[src/rtl/multichannel_audio_parallelizer.sv]
// multichannel_audio_parallelizer: packs channel-tagged serial samples into double-buffered parallel frames.
// Define MCAP_DROP_COUNTER_EN to add the saturating o_drop_count output.
module multichannel_audio_parallelizer #(
  parameter int audio_width = 32,
  parameter int channels = 2,
  localparam int channel_bits = channels > 1 ? $clog2(channels) : 1
) (
  input  logic                            clk,
  input  logic                            reset,
  input  logic                            i_valid,
  output logic                            i_ready,
  input  logic [channel_bits-1:0]         i_channel,
  input  logic [audio_width-1:0]          i_audio,
  output logic                            o_valid,
  input  logic                            o_ready,
  output logic [channels*audio_width-1:0] o_audio,
  output logic                            o_sync_error
`ifdef MCAP_DROP_COUNTER_EN
  ,
  output logic [15:0]                     o_drop_count
`endif
);
  logic [channel_bits-1:0] ch_idx;
  logic pending;
  logic [channels*audio_width-1:0] asm_buf, merged;
  logic acc, out_xfer, in_order, last, complete;
  assign i_ready = !pending;
  assign acc = i_valid && i_ready;
  assign out_xfer = o_valid && o_ready;
  assign in_order = i_channel == ch_idx;
  assign last = ch_idx == channel_bits'(channels - 1);
  assign complete = acc && in_order && last;
  always_comb begin
    merged = asm_buf;
    merged[ch_idx*audio_width +: audio_width] = i_audio;
  end
  always_ff @(posedge clk or posedge reset) begin
    if (reset) begin
      ch_idx <= '0;
      pending <= 1'b0;
      asm_buf <= '0;
      o_audio <= '0;
      o_valid <= 1'b0;
      o_sync_error <= 1'b0;
    end else begin
      o_sync_error <= acc && !in_order;
      if (acc) begin
        if (in_order) begin
          asm_buf <= merged;
          ch_idx <= last ? '0 : ch_idx + 1'b1;
        end else if (i_channel == '0) begin
          asm_buf[audio_width-1:0] <= i_audio;
          ch_idx <= channel_bits'(1);
        end else
          ch_idx <= '0;
      end
      // a pending frame always drains before anything new can complete
      if (pending && out_xfer) begin
        o_audio <= asm_buf;
        pending <= 1'b0;
      end else if (complete && (!o_valid || out_xfer)) begin
        o_audio <= merged;
        o_valid <= 1'b1;
      end else if (complete)
        pending <= 1'b1;
      else if (out_xfer)
        o_valid <= 1'b0;
    end
  end
`ifdef MCAP_DROP_COUNTER_EN
  always_ff @(posedge clk or posedge reset) begin
    if (reset)
      o_drop_count <= '0;
    else if (o_sync_error && o_drop_count != 16'hFFFF)
      o_drop_count <= o_drop_count + 1'b1;
  end
`endif
endmodule

[config.mk]
export PLATFORM = sky130hd
export DESIGN_NAME = multichannel_audio_parallelizer
export DESIGN_NICKNAME = d
export VERILOG_FILES = /design/src/rtl/multichannel_audio_parallelizer.sv
export SDC_FILE = /design/constraint.sdc
export NUM_CORES = 1
export LEC_CHECK = 0
export CAP_MARGIN = 40
export CORE_MARGIN = 3
export CORE_UTILIZATION = 59
export CTS_BUF_LIST = sky130_fd_sc_hd__clkbuf_8
export DETAILED_ROUTE_END_ITERATION = 6
export PLACE_DENSITY = 0.88
export SYNTH_ARGS = -nofsm -noshare
export SYNTH_HDL_FRONTEND = slang
export SYNTH_SLANG_ARGS = --single-unit
[constraint.sdc]
create_clock -name clk -period 7.04 [get_ports clk]
set_input_delay 1.056 -clock clk [delete_from_list [all_inputs] [get_ports clk]]
set_output_delay 1.056 -clock clk [all_outputs]
set_load 0.05 [all_outputs]
==> qor.txt <==
status: finished, final reports clean
Resize count post-CTS: 0
hold slack: 0.4842 ns
final total power: 0.004216 W
I/O Buffers: 103
most used cell, CP: buf_16
crit path buf inv count: 3
Critical R2R Launch: o_valid
design area: 7432 µm²
CP max stage delay: 0.66 ns
setup tns final: 0 ns
Pwr Density: 567.3 nW/µm²
TritonCTS Buffers: 17
Filler cells: 525
GRT Total Usage: 0.2595
final setup vio count: 0
Placer Congestion: 0.7477
first-pass GRT wire length: 22.91 mm
most common cell after layout, fill and taps aside: dfrtp_1
Ant. Diodes: 0
Clock Tree Buf Depth: 2
postcts setup bufs: 0
leakage power: 3.202 nW
CP arrival: 3.46 ns
vias in the first global route: 4517
critical path's top delay family: buffers and inverters
grt ovf: 0
share of layout cells above drive strength 1: 0.2241
Placed Area: 7004 µm²
first-pass iteration count of the detailed router: 5
reg2reg end: o_audio[28]
detailed-route DRC error count: 0
Syn Inst Count: 475
number of cell rows: 35
nets@finish: 607
Hold Path Origin: asm_buf[25]
mapped cell area: 5814 µm²
VDD IR max: 0.3635 mV
vias: 4222
Yosys Warn Count: 0
RSZ-0062 raised after global routing: false
minimum clock period: 3.142 ns
max-slew violations: 0
largest net degree at the start of global routing: 74
Slowest-stage cell, CP: nand2b_2
die span in x: 105.3 µm
FF-to-FF path depth: 5
Layout area overhead: 27.82%
Final Skew: 0.005620 ns
Worst Max-Slew Pin Slew: 0.7893 ns
drt via density: 5.955
HP Class: register to register
sequential area share after synthesis: 0.5681
IO Count: 104
Vert. Die Dim: 105.3 µm
Worst setup EP type: register
Relative slew margins: 0.4738
crit-path cells: buf_2 -> buf_16 -> nand2b_2 -> o211ai_4 -> buf_16 -> a221o_1
most frequent cells in the layout: dfrtp_1, clkdlybuf4s50_1, mux2_2, and3_1, nand2_1
Min-Delay Endpoint: o_audio[25]
Syn Nets: 515
Hold Buf Count CTS: 0
Yosys reg bits: 132
Final period util: 0.4463
clk sinks: 132
Crit Path Category: input port to register
antenna-violating nets left: 0
Worst-path clk slew: 0.07 ns
Die Area: 11080 µm²
Hold Vio Cnt, Final: 0
CP max FO: 34
CTS tree: built
Setup crit start kind: input port
count of cells along the worst hold path: 1
Initial DRC Count: 291
initial antenna violation count: 0
# Max-Cap Violations: 0
H-tree depth: 4
r2r setup slk: 4.57 ns
average size of a mapped cell: 12.24 µm²
worst skew pair latency: 0.43 ns
CTS root buf: clkbuf_8
Distinct cells, synth: 25
FMAX: 0.3183 GHz
average routed wire per standard cell: 19.08 µm
Util after Layout: 0.7894
DP HPWL: 8.510 mm
drt total wl: 13.53 mm
core area: 9415 µm²
CP Data Required Time: 7.36 ns
Starting Density: 0.6175
-- stage by stage --
| step | std cells | worst slack, ns |
|---|---|---|
| 3_3_place_gp | 671 | 3.270 |
| 2_1_floorplan | 475 | 2.458 |
| 6_report | 709 | 3.898 |
| 5_1_grt | 709 | 3.781 |
| 4_1_cts | 709 | 3.931 |
| 3_5_place_dp | 677 | 3.474 |
-- Yosys cell counts --
library cell / instances / area share
mux2_1: 14 / 0.027
nand3_1: 30 / 0.026
nor2b_1: 30 / 0.032
a21o_1: 1 / 0.0013
dfrtp_1: 132 / 0.57
and3b_1: 1 / 0.0015
o211ai_4: 1 / 0.0037
buf_6: 3 / 0.0058
a221o_1: 2 / 0.0034
o211ai_1: 30 / 0.039
and3_1: 34 / 0.037
clkbuf_1: 18 / 0.012
nand2_1: 32 / 0.021
ha_1: 3 / 0.0065
o21ai_2: 1 / 0.0015
mux2_2: 82 / 0.16
nor3_1: 1 / 0.00086
o21ai_0: 30 / 0.026
inv_1: 4 / 0.0026
nor3b_2: 1 / 0.0022
nand2b_1: 3 / 0.0032
buf_4: 4 / 0.0052
and4bb_2: 1 / 0.0022
a21oi_1: 3 / 0.0026
buf_2: 14 / 0.012
-- state kept, by name (all words and copies together), names as in the netlist --
name / cells
o_sync_error: 1
o_audio: 64
o_valid: 1
asm_buf: 64
ch_idx: 1
pending: 1
-- worst max path at each step --
stage,startpoint,end,slack [ns],cells after the start
3_5_place_dp,o_ready,o_audio[61],3.47,6
2_1_floorplan,reset,asm_buf[0],2.46,1
4_1_cts,o_ready,o_audio[61],3.93,6
5_1_grt,o_ready,o_audio[61],3.78,6
6_report,o_ready,o_audio[61],3.90,6
3_3_place_gp,o_ready,o_audio[61],3.27,4
-- report_power, final --
| group | internal (W) | switching [W] | leakage, nW |
|---|---|---|---|
| logic | 0.000887 | 0.00126 | 1.43 |
| registers | 0.00116 | 0.000232 | 1.56 |
| clock network | 0.000378 | 0.000298 | 0.207 |
| total | 0.00242 | 0.00179 | 3.20 |
-- logic make-up after synthesis --
group	share of synthesized area
AO/OA/AOI/OAI	0.07704
flip-flops	0.5681
adder cells (fa/ha/maj)	0.006456
multiplexers	0.1859
buffers and inverters	0.03723
AND/OR/NAND/NOR	0.1252
-- cell type report --
class                           instances  area (µm²)  area share
Clock buffer                           20       275.3     0.03704
Clock inverter                         12       152.6     0.02054
Multi-Input combinational cell        300        2308      0.3106
Sequential cell                       132        3303      0.4444
Tap cell                              129       161.4     0.02172
Inverter                                4       17.52    0.002357
Timing Repair Buffer                  112        1214      0.1633
-- routing by layer --
layer	part of all wire	wire length [µm]	GRT usage	up-vias
met3	0.067	902	0.06981	20
met5	0	0	0	-
met2	0.51	6905	0.4267	160
li1	-	-	-	1869
met4	0.013	179	0.08997	0
met1	0.41	5539	0.3338	2173
(Power assumes the default switching activity.)
